**src/rtl/ce_strobe_gen_pkg.sv**
```systemverilog
// Shared types and default widths for the CE strobe generator and its counters.
package ce_strobe_gen_pkg;

    localparam int CNT_W_DEFAULT   = 16;
    localparam int BURST_W_DEFAULT = 8;

    typedef enum logic [1:0] {
        IDLE = 2'd0,
        RUN  = 2'd1,
        FIN  = 2'd2
    } state_e;

    // A zero period is treated as a period of one clock.
    function automatic logic [CNT_W_DEFAULT-1:0] eff_div(input logic [CNT_W_DEFAULT-1:0] d);
        return (d == '0) ? CNT_W_DEFAULT'(1) : d;
    endfunction

endpackage

```
**src/rtl/ce_down_counter.sv**
```systemverilog
// Loadable down counter that stops at zero and flags when it holds zero.
module ce_down_counter #(
    parameter int W = 16
) (
    input  logic         clk,
    input  logic         rst_n,
    input  logic         load,
    input  logic [W-1:0] load_val,
    input  logic         en,
    output logic         zero
);

    logic [W-1:0] cnt_q;
    logic [W-1:0] cnt_d;

    // NOTE: cnt_d gets its hold value first so every path assigns it and no latch is inferred.
    always_comb begin
        cnt_d = cnt_q;
        if (load) begin
            cnt_d = load_val;
        end else if (en && (cnt_q != '0)) begin
            cnt_d = cnt_q - W'(1);
        end
    end

    // NOTE: state registers use non-blocking assignments so all flops update from pre-edge values.
    always_ff @(posedge clk or negedge rst_n) begin
        if (!rst_n) begin
            cnt_q <= '0;
        end else begin
            cnt_q <= cnt_d;
        end
    end

    assign zero = (cnt_q == '0);

endmodule

```
**src/rtl/ce_strobe_gen.sv**
```systemverilog
// Programmable clock-enable strobe generator: single-cycle CE pulses every DIV clocks,
// for a finite burst or continuously, with hold and stop.
module ce_strobe_gen
    import ce_strobe_gen_pkg::*;
#(
    parameter int CNT_W   = CNT_W_DEFAULT,
    parameter int BURST_W = BURST_W_DEFAULT
) (
    input  logic               clk,
    input  logic               rst_n,
    input  logic               start,
    input  logic               stop,
    input  logic               hold,
    input  logic [CNT_W-1:0]   div,
    input  logic [BURST_W-1:0] burst,
    output logic               ce,
    output logic               busy,
    output logic               done
);

    state_e             state_q, state_d;
    logic [CNT_W-1:0]   div_eff_q, div_eff_d;
    logic               cont_q, cont_d;
    logic               ce_q, ce_d;
    logic               busy_q, busy_d;
    logic               done_q, done_d;

    logic               per_load, per_en, per_zero;
    logic [CNT_W-1:0]   per_val;
    logic               rem_load, rem_en, rem_zero;
    logic [BURST_W-1:0] rem_val;
    logic [CNT_W-1:0]   div_in_eff;

    assign div_in_eff = (div == '0) ? CNT_W'(1) : div;

    ce_down_counter #(.W(CNT_W)) u_period (
        .clk      (clk),
        .rst_n    (rst_n),
        .load     (per_load),
        .load_val (per_val),
        .en       (per_en),
        .zero     (per_zero)
    );

    ce_down_counter #(.W(BURST_W)) u_remain (
        .clk      (clk),
        .rst_n    (rst_n),
        .load     (rem_load),
        .load_val (rem_val),
        .en       (rem_en),
        .zero     (rem_zero)
    );

    always_comb begin
        state_d   = state_q;
        div_eff_d = div_eff_q;
        cont_d    = cont_q;
        ce_d      = 1'b0;
        busy_d    = busy_q;
        done_d    = 1'b0;
        per_load  = 1'b0;
        per_val   = '0;
        per_en    = 1'b0;
        rem_load  = 1'b0;
        rem_val   = '0;
        rem_en    = 1'b0;

        case (state_q)
            IDLE: begin
                busy_d = 1'b0;
                if (start && !stop) begin
                    div_eff_d = div_in_eff;
                    cont_d    = (burst == '0);
                    ce_d      = 1'b1;
                    busy_d    = 1'b1;
                    per_load  = 1'b1;
                    per_val   = div_in_eff - CNT_W'(1);
                    // The accept edge issues pulse one, so the remaining counter holds
                    // pulses still owed beyond the next one; zero then marks the last.
                    rem_load  = 1'b1;
                    rem_val   = (burst > BURST_W'(1)) ? burst - BURST_W'(2) : '0;
                    state_d   = (burst == BURST_W'(1)) ? FIN : RUN;
                end
            end

            RUN: begin
                if (stop) begin
                    state_d  = IDLE;
                    busy_d   = 1'b0;
                    per_load = 1'b1;
                    rem_load = 1'b1;
                end else if (!hold) begin
                    if (per_zero) begin
                        ce_d     = 1'b1;
                        per_load = 1'b1;
                        per_val  = div_eff_q - CNT_W'(1);
                        if (!cont_q) begin
                            if (rem_zero) begin
                                state_d = FIN;
                            end else begin
                                rem_en = 1'b1;
                            end
                        end
                    end else begin
                        per_en = 1'b1;
                    end
                end
            end

            FIN: begin
                state_d  = IDLE;
                busy_d   = 1'b0;
                per_load = 1'b1;
                rem_load = 1'b1;
                done_d   = !stop;
            end

            default: begin
                state_d = IDLE;
                busy_d  = 1'b0;
            end
        endcase
    end

    always_ff @(posedge clk or negedge rst_n) begin
        if (!rst_n) begin
            state_q   <= IDLE;
            div_eff_q <= '0;
            cont_q    <= 1'b0;
            ce_q      <= 1'b0;
            busy_q    <= 1'b0;
            done_q    <= 1'b0;
        end else begin
            state_q   <= state_d;
            div_eff_q <= div_eff_d;
            cont_q    <= cont_d;
            ce_q      <= ce_d;
            busy_q    <= busy_d;
            done_q    <= done_d;
        end
    end

    assign ce   = ce_q;
    assign busy = busy_q;
    assign done = done_q;

endmodule

```
**config.mk**
```make
export PLATFORM = sky130hd
export DESIGN_NAME = ce_strobe_gen
export DESIGN_NICKNAME = d
export VERILOG_FILES = /design/src/rtl/ce_strobe_gen_pkg.sv /design/src/rtl/ce_down_counter.sv /design/src/rtl/ce_strobe_gen.sv
export SDC_FILE = /design/constraint.sdc
export NUM_CORES = 1
export LEC_CHECK = 0
export CAP_MARGIN = 20
export CORE_AREA = 2 2 110 112
export DETAILED_ROUTE_END_ITERATION = 10
export DIE_AREA = 0 0 112 114
export MAX_ROUTING_LAYER = met4
export PLACE_DENSITY = 0.58
export SYNTH_ARGS = -nofsm -noshare
export SYNTH_HDL_FRONTEND = slang
export SYNTH_HIERARCHICAL = 1
export SYNTH_SLANG_ARGS = --single-unit
```
**constraint.sdc**
```tcl
create_clock -name clk -period 3.9 [get_ports clk]
set_input_delay 0.585 -clock clk [delete_from_list [all_inputs] [get_ports clk]]
set_output_delay 0.585 -clock clk [all_outputs]
set_load 0.05 [all_outputs]
```
; ---- After elaboration in Yosys (flattened, before gate mapping)
; Index checks and enable logic that the tools add are counted.
[op_classes]
addsub = 5
n_bitwise = 0
order_cmp = 1
n_reduce_logical = 15
div = 0
n_eq_ne = 9
muxes = 43
shift = 0
multipliers = 0
[ops]
columns = op, count
row1 = 16-bit two-way mux, 7
row2 = 16-bit by 1-bit subtractor with 16-bit output (second input constant), 3
row3 = 8-bit two-way mux, 5
row4 = 16-bit logical NOT, 2
row5 = 16-bit case mux with 2 select lines, 1
row6 = 1-bit two-way mux, 18
row7 = 8-bit logical NOT, 2
row8 = 16-bit nonzero test, 1
row9 = 2-bit two-way mux, 7
row10 = 3-bit != test (second input constant), 4
row11 = 8-bit by 1-bit equality test with 1-bit output (second input constant), 1
row12 = 8-bit by 1-bit > comparator with 1-bit output (second input constant), 1
row13 = 8-bit nonzero test, 1
row14 = 8-bit by 1-bit subtractor with 8-bit output (second input constant), 1
row15 = 8-bit by 2-bit subtractor with 8-bit output (second input constant), 1
row16 = 1-bit case mux with 3 select lines, 2
row17 = 5-bit AND reduction, 1
row18 = 2-bit != test (second input constant), 2
row19 = 1-bit case mux with 2 select lines, 2
row20 = 2-bit case mux with 2 select lines, 1
row21 = 2-bit nonzero test, 2
row22 = 1-bit logical AND, 3
row23 = 2-bit by 1-bit equality test with 1-bit output (second input constant), 1
row24 = 2-bit equality test (second input constant), 1
row25 = other kinds (3), 3
[totals]
latch_bits = 0
n_memories = 0
ram_bits = 0
input_bits = 29
reg_bits = 46
mem_bits_ro = 0

; ---- Logic depth before layout (Yosys ltp)
; Gate-level depths: netlist (run 1).
[depth]
word_depth = 10
depth_mapped = 13

; ---- Modules after synthesis
; The synthesis (run 1) kept the hierarchy.
[by_module_without_submodules]
columns = mod, area_per_inst_um2, seq_area_each_um2, cells_each, n_inst
row1 = ce_strobe_gen, 1835.5, 550.5, 242, 1
row2 = ce_down_counter (u_period), 1054.8, 400.4, 124, 1
row3 = ce_down_counter (u_remain), 528.0, 200.2, 58, 1

; ---- Worst setup path after synthesis (run 1)
; OpenSTA, ideal clock, no wires.
[synth_path]
path_type = register to register
startpoint = register u_period.cnt_q[7]
endpoint = register u_remain.cnt_q[7]
arrival_ns = 3.757
n_path_buf = 2
t_required_ns = 3.774
path_stages_with_launch = 12
setup_slack_ns = 0.017
setup_ns = 0.126
synth_period_minus_slack_ns = 3.883
path_cell_list = dfrtp_1 > or4_1 > buf_2 > nor4_1 > and2_1 > nor4b_1 > nand2_1 > clkbuf_1 > nor3_1 > or3b_1 > o311a_1 > a221o_1
[synth_between]
elab_chain_len = 7
[synth_lines]
columns = item, line
row1 = "start, declared", ce_down_counter.sv:13  ; logic [W-1:0] cnt_q;
row2 = "start signal, assigned", ce_down_counter.sv:31  ; cnt_q <= cnt_d;
row3 = 16-bit logical NOT, ce_down_counter.sv:35  ; assign zero = (cnt_q == '0);
row4 = via per_zero, ce_strobe_gen.sv:28  ; logic per_load, per_en, per_zero;
row5 = 1-bit two-way mux, ce_strobe_gen.sv:93  ; if (per_zero) begin
row6 = 1-bit two-way mux, ce_strobe_gen.sv:92  ; end else if (!hold) begin
row7 = 1-bit two-way mux, ce_strobe_gen.sv:87  ; if (stop) begin
row8 = 1-bit two-way mux, ce_strobe_gen.sv:68  ; case (state_q)
row9 = via rem_en, ce_strobe_gen.sv:30  ; logic rem_load, rem_en, rem_zero;
row10 = 1-bit logical AND, ce_down_counter.sv:21  ; end else if (en && (cnt_q != '0)) begin
row11 = 2-bit nonzero test (no line), -
row12 = "end signal, assigned", ce_down_counter.sv:31
row13 = "end, declared", ce_down_counter.sv:13
; The timed path passes the listed nets, and every way through them passes these cells.
; A chain may end at the register's enable or synchronous reset.

; ---- Final worst setup path (run 1)
; Same ends and word-level chain as after synthesis.

==> flow_summary.toml, run 1 <==
[run_status]
status = "completed"

[hold_path]
hp-class = "input pin to async pin"

[logic_synthesis]
synth-edff-count = 0
synth_top_cell_by_area = "dfrtp_1"
yosysSeqAreaShare_pct = 33.67
synth-compound-area-share_pct = 19.47
synth_cell_types = 62
synth_top_area_share_pct = 33.67
syn_inst = 424
yosys.area_share.simple_pct = 33.13
synth_nets = 459
yosys.area_share.xor_xnor_pct = 5.381
yosys_warnings = 6
muxShareOfSynthArea_pct = 1.171
synth_area_sq_um = 3418
synthArstFlopShare_pct = 100.0
synth-seq-cells = 46
syn_area_per_cell_sq_um = 8.062
synth_top_flop_cell = "dfrtp_1"
synth_top_family_by_area = "simple AND/OR/NAND/NOR gates"
synth.area.top_cells = "dfrtp_1 (34%), nand2_1 (6.4%), nor2_1 (4.0%)"
synthAdderAreaFrac_pct = 2.196

[flow_run]
maxCapViolCount = 0

[grt]
antenna_found_initial = 0
grt_pass1_wl_mm = 16.40
grt_pass1_vias = 3175
track_usage_pct = 16.00
grt_overflow = 0
grt_max_degree = 47

[pwr]
power_mw = 1.707
p_switching_uw = 637.1
power_density_nw_per_um2 = 420.6
combPwrFrac_pct = 32.7
pwr-share-clk_pct = 25.9
power.share.switching_pct = 37.32
p_int_mw = 1.070
peakVddDrop_mv = 0.1974
p_leak_nw = 1.553
seq_power_share_pct = 41.4

[clock_tree]
post_cts_buffers = 0
clock_latency_ps = 290
cts_buffer_depth = 2
clock-sinks = 46
path_clk_slew_ps = 60
root_buffer = "clkbuf_16"
cts_tree = "done"
h-tree-depth = 2
numCtsBuffers = 5
hold_buffers = 0
cts_resized = 0

[route]
wl_per_cell_um = 16.22
ant_nets = 0
vias = 3375
initialDrtViolationCount = 197
firstDrtPassIters = 4
drc = 0
viasPerCell = 5.644
routed_wl_mm = 9.699

[sta]
finalWorstSetupSlack_ps = 409.8
slew_violations = 0
period_share_pct = 89.49
max_freq_ghz = 0.2865
period_needed_ps = 3490
setup_violations = 0
worstMarginPinSlew_ps = 811.0
whs_ps = 422.8
skew_ps = 8.352
rsz0062_at_grt = "no"
max_slew_margin_pct = 45.81
finalHoldViolations = 0
fin_setup_tns_ps = 0

[final_layout]
nNetsFinal = 485
layout_common_cells = "nand2_1 (58), dfrtp_1 (46), nor2_1 (36), clkdlybuf4s50_1 (30)"
final_common_cell = "nand2_1"
antenna_cells = 0
nFillCells = 1277
syn2layout_area_growth_pct = 18.74
layout-drive-gt1-share_pct = 7.982

[placement]
dp_slack_ps = 340.8
finalWeightedCongestion = 0.8977
dp_hpwl_mm = 6.971
numPortBuffers = 31

[setup_path]
critical_path.top_delay_family = "simple AND/OR/NAND/NOR gates"
reg2reg_depth = 9
cp.required_ps = 4060
path_buf_inv = 0
critical_path.cell_chain = "or4_1 -> nor4_1 -> and2_1 -> nor4b_1 -> nand2_1 -> nor3_1 -> or3b_1 -> o311a_1 -> a221o_1"
worst_setup_path_end_kind = "flip-flop"
critPathMaxStageDelay_ps = 630
critical_path.max_fanout = 7
critPathKind = "flip-flop to flip-flop"
start_kind = "flip-flop"
crit_arrival_ps = 3650
rrSetupSlack_ps = 410
rr_startpoint = "u_period/cnt_q[7]$_DFFE_PN0P_"
slowest_stage = "or4_1"
r2r_end = "u_remain/cnt_q[7]$_DFFE_PN0P_"
crit_cells = 9

[floorplanning]
fp.dieArea_sq_um = 12770
num_io_pins = 32
std_cell_rows = 40
die_y_um = 114
die_w_um = 112
start_util_pct = 29.19
core_sq_um = 11710
-- Yosys cell counts, drive strengths merged (5+ instances only) --
master / count
inv: 17
o211ai: 6
o31ai: 7
nand3: 11
nand2: 58
ha: 6
nor4: 14
or2: 5
buf: 8
dfrtp: 46
a21oi: 12
nor3b: 5
o21ai: 16
nor3: 18
a31oi: 11
nor2: 36
or3: 15
clkbuf: 17
xor2: 8
o22ai: 13
xnor2: 13
or4: 19
-- power by group through the flow --
stage               Combinational [mW]  Clock (mW)  Sequential [mW]
finish                           0.558       0.443            0.706
global placement                 0.545           0            0.705
floorplan                        0.411           0            0.673
global route                     0.629       0.471            0.727
detailed placement               0.554           0            0.710
CTS                              0.557       0.457            0.702
-- through the flow --
step	util, %	cells	cell area [sq um]
2_1_floorplan	-	424	3418
3_5_place_dp	33.40	590	3911
5_1_grt	34.66	598	4059
3_3_place_gp	33.40	590	3911
6_report	34.66	598	4059
4_1_cts	34.66	598	4059
-- logic make-up after synthesis --
kind of cell    after synthesis
fa+ha+maj                     6
flops                        46
compound gates               96
simple gates                208
xor+xnor                     21
buf+inv                      43
mux                           4
-- registers in the layout, indices dropped and copies added, names as in the netlist --
name            count
div_eff_q          16
u_period/cnt_q     16
u_remain/cnt_q      8
state_q             2
busy                1
ce                  1
cont_q              1
done                1
-- metal layers --
metal  share of wire (%)  global-route usage (%)  vias up
li1                    -                       -     1633
met1                  47                   22.32     1622
met2                  47                   24.44      104
met3                 4.7                   2.285       16
met4                 1.6                   4.472        0
met5                   0                       -        -
-- area by class of cell --
type                       count  area [sq um]  share of cell area, %
inverter                      18         67.56                  1.665
clock buffer                   7         142.6                  3.514
multi-input combinational    335          2106                  51.88
sequential                    46          1151                  28.36
clock inverter                 1         5.005                 0.1233
tap                          147         183.9                  4.531
timing repair buffer          44         402.9                  9.926
-- worst max-delay path by stage --
stage	startpoint	end	slack, ps
floorplan	u_period/cnt_q[7]$_DFFE_PN0P_	u_remain/cnt_q[7]$_DFFE_PN0P_	20
global placement	div[12]	u_period/cnt_q[14]$_DFFE_PN0P_	380
detailed placement	div[12]	u_period/cnt_q[14]$_DFFE_PN0P_	340
CTS	u_period/cnt_q[7]$_DFFE_PN0P_	u_remain/cnt_q[7]$_DFFE_PN0P_	420
global route	u_period/cnt_q[7]$_DFFE_PN0P_	u_remain/cnt_q[3]$_DFFE_PN0P_	180
finish	u_period/cnt_q[7]$_DFFE_PN0P_	u_remain/cnt_q[7]$_DFFE_PN0P_	410
(Power assumes the default switching activity.)
==> run 2, diff against run 1 <==
--- a/config.mk
+++ b/config.mk
@@ -11,6 +11,7 @@
 export DIE_AREA = 0 0 112 114
 export MAX_ROUTING_LAYER = met4
 export PLACE_DENSITY = 0.58
+export SETUP_SLACK_MARGIN = 0.3
 export SYNTH_ARGS = -nofsm -noshare
 export SYNTH_HDL_FRONTEND = slang
 export SYNTH_HIERARCHICAL = 1
==> run 2 against run 1 <==
Compared with the run above:
- utilization increased by 0.21 points
- flip-flop and latch count unchanged
- design area increased by 0.62%
- highest routed layer unchanged
- wire length decreased by 4.0%
- first-iteration DRC count increased by 15%
- final cell count unchanged
- largest power group unchanged
- critical endpoint is now u_period/cnt_q[11]$_DFFE_PN0P_
- critical path depth increased by 1
- combinational power decreased by 0.9%
- worst hold slack got worse by 23 ps
- sequential power about the same
- maximum frequency increased by 4.1%
==> flow_summary.toml, run 2 (same netlist as run 1, synthesis figures left out) <==
[run_status]
status = "completed"

[final_layout]
multi_input_area_sq_um = 2131
top_regs = "div_eff_q (16), u_period/cnt_q (16), u_remain/cnt_q (8)"
register_area_sq_um = 1151
syn2layout_area_growth_pct = 19.47
antenna_cells = 0
layout_common_cells = "nand2_1 (58), dfrtp_1 (46), nor2_1 (36), clkdlybuf4s50_1 (30), or4_1 (18)"
instances_no_fill = 598
nNetsFinal = 485
final_common_cell = "nand2_1"
nFillCells = 1257
layout-drive-gt1-share_pct = 8.647

[grt]
grt_max_degree = 47
track_usage_pct = 15.41
antenna_found_initial = 0
grt_pass1_wl_mm = 15.61
grt_overflow = 0
grt_pass1_vias = 3120

[floorplanning]
std_cell_rows = 40
num_io_pins = 32
start_util_pct = 29.19
die_w_um = 112
die_y_um = 114
fp.dieArea_sq_um = 12770
core_sq_um = 11710

[route]
viasPerCell = 5.575
initialDrtViolationCount = 226
wl_per_cell_um = 15.57
firstDrtPassIters = 4
vias = 3334
drc = 0
ant_nets = 0
routed_wl_mm = 9.308

[placement]
dp_hpwl_mm = 6.835
finalWeightedCongestion = 0.8854
place_inst = 590
dp_slack_ps = 316.1
numPortBuffers = 31

[clock_tree]
cts_buffer_depth = 2
numCtsBuffers = 5
hold_buffers = 0
clock-sinks = 46
root_buffer = "clkbuf_16"
cts_tree = "done"
clock_latency_ps = 290
post_cts_buffers = 0
path_clk_slew_ps = 60
h-tree-depth = 2

[pwr]
power_density_nw_per_um2 = 415.5
power.share.switching_pct = 36.91
pwr-share-clk_pct = 25.9
peakVddDrop_mv = 0.1707
p_leak_nw = 1.560
p_switching_uw = 626.3
p_int_mw = 1.071
seq_power_share_pct = 41.4
combPwrFrac_pct = 32.6

[setup_path]
critical_path.max_fanout = 9
slowest_stage = "or3b_2"
start_kind = "flip-flop"
critical_path.cell_chain = "inv_1 -> ha_1 -> nand2b_1 -> nor4_1 -> and2_1 -> nor4b_1 -> or3b_2 -> or3_1 -> or4b_1 -> a31oi_1"
worst_setup_path_end_kind = "flip-flop"
cp.required_ps = 4110
critPathKind = "flip-flop to flip-flop"
crit_arrival_ps = 3560
critPathMaxStageDelay_ps = 570
rrSetupSlack_ps = 550

[sta]
whs_ps = 399.4
finalWorstSetupSlack_ps = 546.6
max_freq_ghz = 0.2982
skew_ps = 4.781
period_share_pct = 85.99
worstMarginPinSlew_ps = 694.4
setup_violations = 0
rsz0062_at_grt = "no"
max_slew_margin_pct = 53.28
finalHoldViolations = 0
fin_setup_tns_ps = 0
period_needed_ps = 3353
slew_violations = 0

[hold_path]
hp-class = "input pin to async pin"

[flow_run]
maxCapViolCount = 0
## run 2: cell count changes in the layout (fill, tap and decap cells not counted)
cell / change
nor3b_2: +1
nor4b_1: -1
nor3b_1: -1
nor4b_4: +1
nor3_1: -1
nor3_2: +1
## run 2: cell type report
type | instances | share of cell area (%)
Inverter | 18 | 1.654
Timing Repair Buffer | 44 | 9.865
Sequential cell | 46 | 28.19
Multi-Input combinational cell | 335 | 52.18
Tap cell | 147 | 4.504
Clock buffer | 7 | 3.493
Clock inverter | 1 | 0.1225
## run 2: power by group through the flow
stage          sequential [mW]  clock (mW)  combinational, mW
6_report                 0.703       0.440              0.553
5_1_grt                  0.724       0.479              0.627
4_1_cts                  0.701       0.454              0.552
3_5_place_dp             0.709           0              0.549
3_3_place_gp             0.706           0              0.542
2_1_floorplan            0.673           0              0.412
## run 2: critical path: cells and delay by family (launching register included)
kind / cells / cell delay (ps)
buffers and inverters: 1 / 80
AO/OA/AOI/OAI: 1 / 170
flip-flops: 1 / 350
AND/OR/NAND/NOR: 7 / 2420
adder cells (fa/ha/maj): 1 / 260
## run 2: metrics by stage
step | power, mW | utilization (%) | cell area [sq um]
after global routing | 1.831 | 34.87 | 4084
after global placement | 1.249 | 33.49 | 3923
after floorplan | 1.085 | - | 3430
after detailed placement | 1.257 | 33.49 | 3923
after CTS | 1.706 | 34.75 | 4070
final | 1.697 | 34.87 | 4084
## run 2: timing repair
action                                  CTS  global route
endpoints found under the hold margin     0             0
endpoints found under the setup margin    0             5
resized for setup                         0             2
## run 2: worst paths after layout
| path | start | endpoint | cells past startpoint |
|---|---|---|---|
| setup reg to reg | u_period/cnt_q[0]$_DFFE_PN0P_ | u_period/cnt_q[11]$_DFFE_PN0P_ | 10 |
| hold reg to reg | div_eff_q[6]$_DFFE_PN0P_ | div_eff_q[6]$_DFFE_PN0P_ | 2 |
| setup / recovery | u_period/cnt_q[0]$_DFFE_PN0P_ | u_period/cnt_q[11]$_DFFE_PN0P_ | 10 |
| min in group clk | div_eff_q[6]$_DFFE_PN0P_ | div_eff_q[6]$_DFFE_PN0P_ | 2 |
| hold / removal | rst_n | u_period/cnt_q[15]$_DFFE_PN0P_ | 2 |
| max in group asynchronous | rst_n | u_remain/cnt_q[3]$_DFFE_PN0P_ | 2 |
## run 2: metal layers
metal | global-route usage (%) | wire length (um) | vias to the layer above
met1 | 20.96 | 4495 | 1613
met4 | 3.333 | 97 | 0
li1 | - | - | 1633
met5 | - | 0 | -
met3 | 2.763 | 441 | 9
met2 | 24.24 | 4274 | 79
==> run 3, diff against run 2 <==
--- a/config.mk
+++ b/config.mk
@@ -9,8 +9,9 @@
 export CORE_AREA = 2 2 110 112
 export DETAILED_ROUTE_END_ITERATION = 10
 export DIE_AREA = 0 0 112 114
+export DONT_BUFFER_PORTS = 1
 export MAX_ROUTING_LAYER = met4
-export PLACE_DENSITY = 0.58
+export PLACE_DENSITY = 0.55
 export SETUP_SLACK_MARGIN = 0.3
 export SYNTH_ARGS = -nofsm -noshare
 export SYNTH_HDL_FRONTEND = slang
==> run 3 against run 2 <==
Compared with the run above:
- clock-buffer cell count stayed put
- first-iteration DRC count is 13% lower
- register-to-register slack lost 30 ps
- global-route usage is 0.14 points higher
- total power decreased by 2.1%
- via count decreased by 3.4%
- critical path depth is 1 higher
- clock skew about the same
- flip-flop and latch count did not move
- non-clock buffer count shrank 34
- final cell count decreased by 5.7%
- critical path type unchanged
- largest power group unchanged
- highest routed layer unchanged
==> flow_summary.toml, run 3 (same netlist as run 1, synthesis figures left out) <==
[final_layout]
top_regs = "div_eff_q (16), u_period/cnt_q (16), u_remain/cnt_q (8)"
layout-drive-gt1-share_pct = 8.633
nNetsFinal = 451
register_area_sq_um = 1151
multi_input_area_sq_um = 2136
final_common_cell = "nand2_1"
syn2layout_area_growth_pct = 10.62
antenna_cells = 0
layout_common_cells = "nand2_1 (58), dfrtp_1 (46), nor2_1 (36)"
nFillCells = 1278

[sta]
finalHoldViolations = 0
worstMarginPinSlew_ps = 881.3
period_needed_ps = 3380
rsz0062_at_grt = "yes"
skew_ps = 5.196
max_slew_margin_pct = 41.12
slew_violations = 0
finalWorstSetupSlack_ps = 519.7
fin_setup_tns_ps = 0
max_freq_ghz = 0.2958
period_share_pct = 86.67
setup_violations = 0

[setup_path]
rrSetupSlack_ps = 520
worst_setup_path_end_kind = "flip-flop"
rr_startpoint = "u_period/cnt_q[0]$_DFFE_PN0P_"
critPathKind = "flip-flop to flip-flop"
slowest_stage = "or3b_2"
reg2reg_depth = 11
critical_path.max_fanout = 9
critPathMaxStageDelay_ps = 530
cp.required_ps = 4110
critical_path.top_delay_family = "simple AND/OR/NAND/NOR gates"
crit_arrival_ps = 3590
r2r_end = "u_period/cnt_q[15]$_DFFE_PN0P_"
start_kind = "flip-flop"
critical_path.cell_chain = "inv_1 -> ha_1 -> nand2b_1 -> nor4_2 -> and2_1 -> nor4b_1 -> buf_4 -> or3b_2 -> or3_1 -> or4b_1 -> a31oi_1"
path_buf_inv = 2

[route]
vias = 3222
drc = 0
wl_per_cell_um = 16.74
ant_nets = 0
routed_wl_mm = 9.444
viasPerCell = 5.713
initialDrtViolationCount = 197
firstDrtPassIters = 4

[pwr]
peakVddDrop_mv = 0.2060
p_leak_nw = 1.433
combPwrFrac_pct = 30.5
p_int_mw = 1.047
p_switching_uw = 613.4
power.share.switching_pct = 36.94
pwr-share-clk_pct = 26.7
seq_power_share_pct = 42.9
power_mw = 1.660
power_density_nw_per_um2 = 439.1

[clock_tree]
cts_tree = "done"
cts_buffer_depth = 2
clock_latency_ps = 290
numCtsBuffers = 5
root_buffer = "clkbuf_16"
path_clk_slew_ps = 70
clock-sinks = 46
h-tree-depth = 2

[grt]
track_usage_pct = 15.55
grt_overflow = 0
antenna_found_initial = 0
grt_pass1_vias = 3099
grt_max_degree = 47
grt_pass1_wl_mm = 15.66

[floorplanning]
die_w_um = 112
start_util_pct = 29.19
std_cell_rows = 40
fp.dieArea_sq_um = 12770
num_io_pins = 32
core_sq_um = 11710
die_y_um = 114

[placement]
finalWeightedCongestion = 0.8686
dp_hpwl_mm = 6.830
numPortBuffers = 0
dp_slack_ps = 376.0

[run_status]
status = "completed"

[hold_path]
hp-class = "input pin to async pin"

[flow_run]
maxCapViolCount = 0
run 3: cell count changes in the layout (fill, tap and decap cells not counted):
cell	change
buf_16	+1
buf_2	-1
buf_4	-4
clkdlybuf4s50_1	-30
nor3b_1	+1
nor3b_2	-1
nor4_1	-1
nor4_2	+1
or4_1	-1
or4_4	+1
run 3: cell type report:
type / instances / area share [%]
Inverter: 18 / 1.787
Multi-Input combinational cell: 335 / 56.49
Tap cell: 147 / 4.864
Timing Repair Buffer: 10 / 2.515
Clock inverter: 1 / 0.1324
Clock buffer: 7 / 3.772
Sequential cell: 46 / 30.44
run 3: layer usage:
layer	share of wire, %	track usage (%)	wire length, um
met1	45	20.15	4264
met2	48	24.89	4576
met3	5.0	3.082	476
met4	1.3	4.553	127
met5	0	-	0
run 3: per-stage QoR:
stage	cell area, sq um	hold slack (ps)	cells	utilization (%)
floorplan	3430	289.4	424	-
global placement	3587	293.5	555	30.63
detailed placement	3587	293.5	555	30.63
CTS	3762	152.8	564	32.13
global route	3781	156.0	564	32.29
finish	3781	149.2	564	32.29
run 3: power groups by stage:
stage	registers, mW	clock network [mW]	logic [mW]
after global placement	0.713	0	0.479
after global routing	0.733	0.482	0.570
after detailed placement	0.716	0	0.483
after CTS	0.708	0.459	0.499
final	0.712	0.443	0.506
after floorplan	0.673	0	0.412
run 3: how the worst max path moves through the flow:
stage	slack (ps)	from	to	cells past startpoint
after detailed placement	380	u_period/cnt_q[7]$_DFFE_PN0P_	u_remain/cnt_q[3]$_DFFE_PN0P_	10
final	520	u_period/cnt_q[0]$_DFFE_PN0P_	u_period/cnt_q[15]$_DFFE_PN0P_	11
after global routing	290	u_period/cnt_q[0]$_DFFE_PN0P_	u_period/cnt_q[15]$_DFFE_PN0P_	11
after CTS	340	u_period/cnt_q[7]$_DFFE_PN0P_	u_remain/cnt_q[7]$_DFFE_PN0P_	10
after floorplan	300	u_period/cnt_q[7]$_DFFE_PN0P_	u_remain/cnt_q[7]$_DFFE_PN0P_	11
after global placement	450	u_period/cnt_q[7]$_DFFE_PN0P_	u_remain/cnt_q[7]$_DFFE_PN0P_	10
run 3: timing repair:
item | in CTS | in global routing
hold buffers | 1 | 0
setup endpoints to repair | 0 | 3
gates resized for setup | 0 | 3
hold endpoints to repair | 46 | 0
buffers inserted | 0 | 0
run 3: worst register-to-register path, cell delays in order, from the launching register on:
cell and delay [ps]:
dfrtp_1 340, inv_1 80, ha_1 260, nand2b_1 130, nor4_2 60, and2_1 220
nor4b_1 330, buf_4 200, or3b_2 530, or3_1 480, or4b_1 500, a31oi_1 170
